$ cat src/rtl/wb_merge_if.sv
// Bundle of execute/load inputs and register-file write outputs for wb_merge.
// Compile-time option in the consumer: WB_BYPASS_EN (load bypass into the write register).
interface wb_merge_if #(
  parameter int unsigned DATA_WIDTH = 32,
  parameter int unsigned ADDR_WIDTH = 5
);
  logic                           ex_valid;
  logic                           ex_ready;
  logic [ADDR_WIDTH-1:0]          ex_rd;
  logic [DATA_WIDTH-1:0]          ex_data;
  logic                           mem_valid;
  logic                           mem_ready;
  logic [ADDR_WIDTH-1:0]          mem_rd;
  logic [DATA_WIDTH-1:0]          mem_data;
  logic                           wen;
  logic [ADDR_WIDTH-1:0]          waddr;
  logic [DATA_WIDTH-1:0]          wdata;
  logic [(1<<ADDR_WIDTH)-1:0]     rd_pending;
  logic [31:0]                    wb_cnt;

  modport master (
    output ex_valid, ex_rd, ex_data, mem_valid, mem_rd, mem_data,
    input  ex_ready, mem_ready, wen, waddr, wdata, rd_pending, wb_cnt
  );

  modport slave (
    input  ex_valid, ex_rd, ex_data, mem_valid, mem_rd, mem_data,
    output ex_ready, mem_ready, wen, waddr, wdata, rd_pending, wb_cnt
  );
endinterface

$ cat src/rtl/wb_merge.sv
// Writeback merge: arbitrates execute results and queued load returns onto one
// registered register-file write port. Define WB_BYPASS_EN to let loads skip an empty queue.
module wb_merge #(
  parameter int unsigned DATA_WIDTH = 32,
  parameter int unsigned ADDR_WIDTH = 5,
  parameter int unsigned LQ_DEPTH   = 4
) (
  input  logic        clk,
  input  logic        rst,
  wb_merge_if.slave   bus
);

  localparam int unsigned PTR_W = $clog2(LQ_DEPTH);
  localparam int unsigned CNT_W = PTR_W + 1;
  localparam int unsigned REG_N = 1 << ADDR_WIDTH;

  typedef struct packed {
    logic [ADDR_WIDTH-1:0] rd;
    logic [DATA_WIDTH-1:0] data;
  } lq_entry_t;

  lq_entry_t             lq_mem [LQ_DEPTH];
  logic [PTR_W-1:0]      head;
  logic [PTR_W-1:0]      tail;
  logic [CNT_W-1:0]      count;

  logic                  wen_q;
  logic [ADDR_WIDTH-1:0] waddr_q;
  logic [DATA_WIDTH-1:0] wdata_q;
  logic [31:0]           wb_cnt_q;

  logic                  full_c;
  logic                  ex_fire_c;
  logic                  mem_fire_c;
  logic                  enq_c;
  logic                  deq_c;
  logic                  out_vld_c;
  lq_entry_t             out_c;
  logic [REG_N-1:0]      pend_c;

  // Output selection: a full queue drains first so loads cannot starve behind execute.
  always_comb begin
    full_c     = (count == CNT_W'(LQ_DEPTH));
    ex_fire_c  = bus.ex_valid && !full_c;
    mem_fire_c = bus.mem_valid && !full_c;
    enq_c      = mem_fire_c;
    deq_c      = 1'b0;
    out_vld_c  = 1'b0;
    out_c      = lq_mem[head];
    if (full_c) begin
      deq_c     = 1'b1;
      out_vld_c = 1'b1;
    end else if (ex_fire_c) begin
      out_vld_c = 1'b1;
      out_c     = '{rd: bus.ex_rd, data: bus.ex_data};
    end else if (count != '0) begin
      deq_c     = 1'b1;
      out_vld_c = 1'b1;
    end
`ifdef WB_BYPASS_EN
    else if (mem_fire_c) begin
      out_vld_c = 1'b1;
      enq_c     = 1'b0;
      out_c     = '{rd: bus.mem_rd, data: bus.mem_data};
    end
`endif
  end

  // Queue storage carries no reset; validity comes from head/count.
  always_ff @(posedge clk) begin
    if (enq_c) begin
      lq_mem[tail] <= '{rd: bus.mem_rd, data: bus.mem_data};
    end
  end

  always_ff @(posedge clk or negedge rst) begin
    if (!rst) begin
      head  <= '0;
      tail  <= '0;
      count <= '0;
    end else begin
      if (enq_c) begin
        tail <= tail + PTR_W'(1);
      end
      if (deq_c) begin
        head <= head + PTR_W'(1);
      end
      count <= count + CNT_W'(enq_c) - CNT_W'(deq_c);
    end
  end

  // Write register; rd=0 results are consumed but never written.
  always_ff @(posedge clk or negedge rst) begin
    if (!rst) begin
      wen_q    <= 1'b0;
      waddr_q  <= '0;
      wdata_q  <= '0;
      wb_cnt_q <= '0;
    end else begin
      wen_q    <= out_vld_c && (out_c.rd != '0);
      wb_cnt_q <= wb_cnt_q + 32'(wen_q);
      if (out_vld_c && (out_c.rd != '0)) begin
        waddr_q <= out_c.rd;
        wdata_q <= out_c.data;
      end
    end
  end

  // Pending mask over live entries: slot i is live when (i - head) mod depth < count.
  always_comb begin
    logic [PTR_W-1:0] offs;
    pend_c = '0;
    offs   = '0;
    for (int unsigned i = 0; i < LQ_DEPTH; i++) begin
      offs = PTR_W'(i) - head;
      if (({1'b0, offs} < count) && (lq_mem[i].rd != '0)) begin
        pend_c[lq_mem[i].rd] = 1'b1;
      end
    end
  end

  assign bus.ex_ready   = !full_c;
  assign bus.mem_ready  = !full_c;
  assign bus.wen        = wen_q;
  assign bus.waddr      = waddr_q;
  assign bus.wdata      = wdata_q;
  assign bus.wb_cnt     = wb_cnt_q;
  assign bus.rd_pending = pend_c;

endmodule

$ cat src/flat_wrapper.sv
// flat-port wrapper written by rule: the top's interface ports become plain ports
module wb_merge_flat 
#(
  parameter int unsigned DATA_WIDTH = 32,
  parameter int unsigned ADDR_WIDTH = 5,
  parameter int unsigned LQ_DEPTH   = 4
)
  (clk, rst, bus_ex_valid, bus_ex_rd, bus_ex_data, bus_mem_valid, bus_mem_rd, bus_mem_data, bus_ex_ready, bus_mem_ready, bus_wen, bus_waddr, bus_wdata, bus_rd_pending, bus_wb_cnt);
  wb_merge_if #(.DATA_WIDTH(DATA_WIDTH), .ADDR_WIDTH(ADDR_WIDTH)) bus_i ();
  input  logic clk;
  input  logic rst;
  input wire logic [$bits(bus_i.ex_valid)-1:0] bus_ex_valid;
  input wire logic [$bits(bus_i.ex_rd)-1:0] bus_ex_rd;
  input wire logic [$bits(bus_i.ex_data)-1:0] bus_ex_data;
  input wire logic [$bits(bus_i.mem_valid)-1:0] bus_mem_valid;
  input wire logic [$bits(bus_i.mem_rd)-1:0] bus_mem_rd;
  input wire logic [$bits(bus_i.mem_data)-1:0] bus_mem_data;
  output wire logic [$bits(bus_i.ex_ready)-1:0] bus_ex_ready;
  output wire logic [$bits(bus_i.mem_ready)-1:0] bus_mem_ready;
  output wire logic [$bits(bus_i.wen)-1:0] bus_wen;
  output wire logic [$bits(bus_i.waddr)-1:0] bus_waddr;
  output wire logic [$bits(bus_i.wdata)-1:0] bus_wdata;
  output wire logic [$bits(bus_i.rd_pending)-1:0] bus_rd_pending;
  output wire logic [$bits(bus_i.wb_cnt)-1:0] bus_wb_cnt;
  assign bus_i.ex_valid = bus_ex_valid;
  assign bus_i.ex_rd = bus_ex_rd;
  assign bus_i.ex_data = bus_ex_data;
  assign bus_i.mem_valid = bus_mem_valid;
  assign bus_i.mem_rd = bus_mem_rd;
  assign bus_i.mem_data = bus_mem_data;
  assign bus_ex_ready = bus_i.ex_ready;
  assign bus_mem_ready = bus_i.mem_ready;
  assign bus_wen = bus_i.wen;
  assign bus_waddr = bus_i.waddr;
  assign bus_wdata = bus_i.wdata;
  assign bus_rd_pending = bus_i.rd_pending;
  assign bus_wb_cnt = bus_i.wb_cnt;
  wb_merge #(.DATA_WIDTH(DATA_WIDTH), .ADDR_WIDTH(ADDR_WIDTH), .LQ_DEPTH(LQ_DEPTH)) u_core (.clk(clk), .rst(rst), .bus(bus_i));
endmodule
$ cat config.mk
export PLATFORM = sky130hd
export DESIGN_NAME = wb_merge_flat
export DESIGN_NICKNAME = d
export VERILOG_FILES = /design/src/rtl/wb_merge_if.sv /design/src/rtl/wb_merge.sv /design/src/flat_wrapper.sv
export SDC_FILE = /design/constraint.sdc
export NUM_CORES = 1
export LEC_CHECK = 0
export BUFFER_PORTS_ARGS = -buffer_cell sky130_fd_sc_hd__buf_4
export CAP_MARGIN = 20
export CORE_UTILIZATION = 40
export DETAILED_ROUTE_END_ITERATION = 16
export GPL_ROUTABILITY_DRIVEN = 0
export PLACE_DENSITY_LB_ADDON = 0.15
export REMOVE_ABC_BUFFERS = 1
export SLEW_MARGIN = 30
export SYNTH_ARGS = -nofsm -noshare
export SYNTH_HDL_FRONTEND = slang
export SYNTH_SLANG_ARGS = --single-unit
$ cat constraint.sdc
create_clock -name clk -period 7.8 [get_ports clk]
set_input_delay 0 -clock clk [delete_from_list [all_inputs] [get_ports clk]]
set_output_delay 0 -clock clk [all_outputs]
set_load 0.02 [all_outputs]
# Yosys cells after proc, flatten, opt, wreduce, memory -nomap -nowiden

Memory sizes are Yosys's and may differ from the RTL's.
Index checks and enable logic that the tools add are counted.
W data, S select, Z words.

Register bits after elaboration: 77
RAM bits: 148
Input port bits: 78
Output and inout port bits: 104
Logic and storage cells: 72
Memories kept: 1

Memories:

| name          | depth | bits a word | read ports | clocked after memory_dff | wr ports | RTL line       | RTL |
|---|---|---|---|---|---|---|---|
| u_core.lq_mem | 4     | 37          | 5          | 0                        | 1        | wb_merge.sv:22 | `lq_entry_t lq_mem [LQ_DEPTH];` |

Add/subtract/negate cells: 9
Magnitude comparators: 12
Equal/unequal tests: 1
Multiplexer cells: 21
Bitwise gates (word level): 3
Reduce and logical (&&, ||, !) cells: 18

Operator list:

| kind                  | count |
|---|---|
| $mux W32              | 4 |
| $or A32 B32 Y32       | 3 |
| $mux W37              | 2 |
| $add A32 B1 Y32       | 1 |
| $reduce_bool A5 Y1    | 5 |
| $lt A5 B6 Y1 const B  | 4 |
| $demux W1 S5          | 4 |
| $ge A5 B1 Y1 const B  | 4 |
| $lt A2 B3 Y1          | 4 |
| $logic_and A1 B1 Y1   | 11 |
| $mux W1               | 11 |
| $add A2 B1 Y2 const B | 2 |
| $sub A1 B2 Y2 const A | 2 |
| $sub A2 B2 Y2 const A | 2 |
| $add A3 B1 Y3         | 1 |
| $eq A3 B3 Y1 const B  | 1 |
| $reduce_bool A3 Y1    | 1 |
| $sub A3 B1 Y3         | 1 |
| $logic_not A1 Y1      | 1 |

# Longest topological paths before layout

Depth in word-level cells: 11
Gate-level depth with buffers: 10
Gate-level depth less buffers: 9

# Worst setup path after synthesis

No wires, ideal clock.

Path kind: register -> output
Start point: reg u_core.head[1]
End point: out bus_rd_pending[24]
Arrival time: 2.553 ns
Data required time: 7.800 ns
Setup slack: 5.247 ns
Stages on the path, launching flop included: 10
Path buffers: 3
Cells stage by stage: dfrtp_1 -> buf_2 -> buf_1 -> inv_1 -> ha_1 -> a21boi_0 -> o21bai_1 -> clkbuf_1 -> or4bb_1 -> nand4_1

Longest elaborated chain between the ends: 10
Elaborated cells between the ends (all ways): 19
Classes of those cells: add/sub: 4; order compare: 4; mux: 4; bitwise: 3; reduce/logical: 4

Ends and longest elaborated chain:

| element                          | RTL line           | RTL |
|---|---|---|
| start, declared                  | wb_merge.sv:23     | `logic [PTR_W-1:0] head;` |
| start signal, assigned           | wb_merge.sv:86     | `head <= head + PTR_W'(1);` |
| $sub A1 B2 Y2                    | wb_merge.sv:115    | `offs = PTR_W'(i) - head;` |
| $lt A2 B3 Y1                     | wb_merge.sv:116    | `if (({1'b0, offs} < count) && (lq_mem[i].rd != '0)) begin` |
| $logic_and A1 B1 Y1              | wb_merge.sv:116    |  |
| $mux W32                         | wb_merge.sv:116    |  |
| $or A32 B32 Y32 (no source line) | --                 |  |
| $mux W32                         | wb_merge.sv:116    |  |
| $or A32 B32 Y32 (no source line) | --                 |  |
| $mux W32                         | wb_merge.sv:116    |  |
| $or A32 B32 Y32 (no source line) | --                 |  |
| $mux W32 (*)                     | wb_merge.sv:116    |  |
| end, declared                    | flat_wrapper.sv:23 | `output wire logic [$bits(bus_i.rd_pending)-1:0] bus_rd_pending;` |

Mark *: on every way between the ends. The rest lies on a longest branch, timed or not.

# Worst setup path after layout

Start point: reg u_core.count[2]
End point: reg u_core.waddr_q[3], in the netlist u_core.bus.waddr[3]

Longest elaborated chain between the ends: 7
Elaborated cells between the ends (all ways): 11
Classes of those cells: eq/ne: 1; mux: 5; reduce/logical: 5

Ends and longest elaborated chain:

| element                | RTL line        | RTL |
|---|---|---|
| start, declared        | wb_merge.sv:25  | `logic [CNT_W-1:0] count;` |
| start signal, assigned | wb_merge.sv:88  | `count <= count + CNT_W'(enq_c) - CNT_W'(deq_c);` |
| $eq A3 B3 Y1           | wb_merge.sv:43  | `full_c = (count == CNT_W'(LQ_DEPTH));` |
| $logic_not A1 Y1       | wb_merge.sv:44  | `ex_fire_c = bus.ex_valid && !full_c;` |
| $logic_and A1 B1 Y1    | wb_merge.sv:44  |  |
| $mux W37               | wb_merge.sv:53  | `end else if (ex_fire_c) begin` |
| $mux W37               | wb_merge.sv:50  | `if (full_c) begin` |
| $reduce_bool A5 Y1     | wb_merge.sv:102 | `if (out_vld_c && (out_c.rd != '0)) begin` |
| $logic_and A1 B1 Y1    | wb_merge.sv:102 |  |
| end signal, assigned   | wb_merge.sv:103 | `waddr_q <= out_c.rd;` |
| end, declared          | wb_merge.sv:28  | `logic [ADDR_WIDTH-1:0] waddr_q;` |

Parallel ways exist; a longest one is shown, timed or not.
A chain may end at the register's enable or synchronous reset.

==> results_dict.tcl <==
set metrics [dict create \
    yosysSeqAreaShare_pct 58.30 \
    cts_resized 0 \
    ys_top_cells_by_area "edfxtp_1 41%, dfrtp_1 18%, mux4_2 7.6%" \
    drc 0 \
    antenna_left 0 \
    utilization_pct 53.24 \
    tritoncts "yes" \
    io_pins 182 \
    intPower_mw 3.297 \
    wl_mm 27.69 \
    cts-root-buf "clkbuf_16" \
    synth_edf_count 148 \
    post_cts_buffers 0 \
    drv_cap 0 \
    path_cells "or3b_1 -> and4b_1 -> a211oi_4 -> buf_4 -> o22ai_1 -> dlygate4sd3_1" \
    cp_data_arrival_time_ns 3.97 \
    routedWlPerCell_um 20.62 \
    p_clk_share_pct 24.9 \
    hold_class "input port to asynchronous set/reset pin" \
    clk_pin_slew_ns 0.06 \
    final_nets 1074 \
    worst_pin_slew_ns 0.9961 \
    clock_path_buffers 3 \
    numCtsBuffers 25 \
    yosysTopAreaCell "edfxtp_1" \
    grt_antenna_before_repair 0 \
    fp.dieArea_mm2 0.02798 \
    finalHoldViolations 0 \
    die_w_um 167.3 \
    power_density_mw_per_mm2 359.8 \
    postSynth.asyncResetShare_pct 34.22 \
    ir_worst_vdd_uv 266.5 \
    portBuffers 180 \
    synthFlopType "edfxtp_1" \
    hold_buffers 82 \
    slowest_stage "dfrtp_4" \
    yosysTopAreaCellShare_pct 40.67 \
    gr-usage-all-layers_pct 19.82 \
    cp_top_family "buffers and inverters" \
    die_h_um 167.3 \
    rsz0062_at_grt "false" \
    drive_gt1_share_pct 35.33 \
    rows 60 \
    instances_no_fill 1343 \
    r2r_cells 6 \
    timing.final.crit_share_pct 45.65 \
    clock_skew_ns 0.01062 \
    cp.required_ns 8.21 \
    grt_max_degree 68 \
    min_period_ns 3.560 \
    cp_max_fo 67 \
    setup_viol 0 \
    ys_warn_count 0 \
    synth_common_cells "148 x edfxtp_1, 77 x dfrtp_1, 60 x nand4_1" \
    fmax_ghz 0.2809 \
    n_antenna_cell 0 \
    h-tree-depth 1 \
    crit_buf_inv 2 \
    max_stage_delay_ns 0.85 \
    power.share.switching_pct 35.96 \
    critPathCaptureType "flop" \
    switchingPower_mw 1.851 \
    grt_pass1_vias 7580 \
    start_util_pct 40.66 \
    yosysMostFrequentCell "edfxtp_1" \
    drt_pre_antenna_iters 5 \
    syn-cell-area_mm2 0.01093 \
    synth.distinct_cells 46 \
    clock_latency_ns 0.53 \
    num_vias 7523 \
    dp_cells 1215 \
    fin_setup_tns_ns 0 \
    crit_type "flop to flop" \
    gr-total-overflow 0 \
    slew_viol_final 0 \
    grt_pass1_wl_mm 44.06 \
    avgViaCountPerCell 5.602 \
    hpwl_mm 16.81 \
    crit_cells 6 \
    pwr-share-seq_pct 36.1 \
    cts_sinks 225 \
    status "completed" \
    netlist_instances 745 \
    area_growth_pct 30.95 \
    maxSlewHeadroom_pct 33.46 \
    avgSynthCellArea_um2 14.67 \
    power.leakage_nw 5.531 \
    critPathLaunchType "flop" \
    synth-seq-cells 225 \
    coreArea_mm2 0.02688 \
    first_iter_violations 678 \
    p_comb_share_pct 39.0 \
]
[metal layers]
metal / GRT usage (%) / up-vias / part of all wire [%]
li1: - / 3479 / -
met1: 27.57 / 3722 / 45
met2: 32.12 / 276 / 47
met3: 3.167 / 46 / 5.7
met4: 5.704 / 0 / 2.4
met5: 0 / - / 0
[worst paths after layout]
path                                              endpoint  slack (ns)                            start
max                        u_core.bus.waddr[3]$_DFFE_PN0P_        4.24        u_core.count[2]$_DFF_PN0_
min                        u_core.bus.wb_cnt[20]$_DFF_PN0_        0.15                              rst
max reg2reg                u_core.bus.waddr[3]$_DFFE_PN0P_        4.24        u_core.count[2]$_DFF_PN0_
min reg2reg                u_core.bus.wb_cnt[31]$_DFF_PN0_        0.48  u_core.bus.wb_cnt[31]$_DFF_PN0_
max in group asynchronous  u_core.bus.wb_cnt[13]$_DFF_PN0_        6.91                              rst
min in group clk             u_core.lq_mem[3][0]$_DFFE_PP_        0.21                  bus_mem_data[0]
[kinds of logic (layout without fill, tap and decap cells)]
kind of cell | Yosys count | in the layout | share of synthesized area (%)
flops | 225 | 225 | 58.30
simple gates | 205 | 205 | 12.71
mux | 107 | 107 | 15.69
buf+inv | 80 | 337 | 3.183
compound gates | 78 | 78 | 5.645
xor+xnor | 36 | 36 | 2.885
fa+ha+maj | 13 | 13 | 1.557
other cells | 1 | 1 | 0.03432
[registers in the layout, indices dropped and copies added (netlist names)]
name	flops
u_core.bus.wb_cnt	32
u_core.bus.wdata	32
u_core.count	3
u_core.tail	2
u_core.head	2
u_core.bus.waddr	5
u_core.bus.wen	1
u_core.lq_mem	148
[worst reg2reg max path, delay by kind of cell, from the launching register on]
family                 cells  cell delay [ns]
AOI/OAI and AO/OA          2             0.56
buffers and inverters      2             1.07
DFF                        1             0.85
and+or+nand+nor            2             0.96
[metrics by stage]
step                hold WS [ns]  worst slack (ns)  power, mW  cell area [um^2]
detailed placement       -0.1543             4.326      3.840             12560
global route              0.1955             4.011      5.423             14310
global placement         -0.1529             3.973      3.812             12530
finish                    0.1491             4.240      5.148             14310
floorplan                -0.2956             3.578      3.078             10640
CTS                       0.1804             4.013      5.193             14290
[final cells by class]
cell class | instances | area [um^2]
Timing Repair Buffer | 275 | 2277
Sequential cell | 225 | 6377
Clock buffer | 29 | 670.6
Clock inverter | 17 | 244.0
Multi-Input combinational cell | 440 | 4254
Tap cell | 341 | 426.7
Inverter | 16 | 60.06
Fill cell | 2289 | 12570
[placed cells by master, fill, tap and decap left out, types with 3 or more instances in the layout]
cell and instances:
mux2i_1 4, xnor2_1 29, ha_1 12, nor3_1 5
edfxtp_1 148, a21oi_1 3, nand4_1 60, clkbuf_16 25
mux2_2 40, or4bb_1 14, buf_4 191, inv_1 16
and4_1 3, o211ai_1 31, mux2_4 26, nand2_1 20
and3_1 6, and3b_1 6, clkinv_2 4, nand3_1 14
xor2_1 7, nor3b_1 12, nor4_1 5, clkbuf_8 3
o2111ai_1 31, nor2_1 12, mux4_2 37, nand4b_1 32
o22ai_1 4, bufinv_16 5, and3_4 4, clkinvlp_4 4
dfrtp_1 74, dlygate4sd3_1 82
[power by group through the flow]
stage               Sequential (mW)  Combinational [mW]  Clock (mW)
floorplan                      2.01                1.07           0
global placement               1.88                1.93           0
detailed placement             1.88                1.96           0
CTS                            1.86                2.02        1.32
global route                   1.91                2.16        1.36
finish                         1.86                2.01        1.28
(Power assumes the default switching activity.)
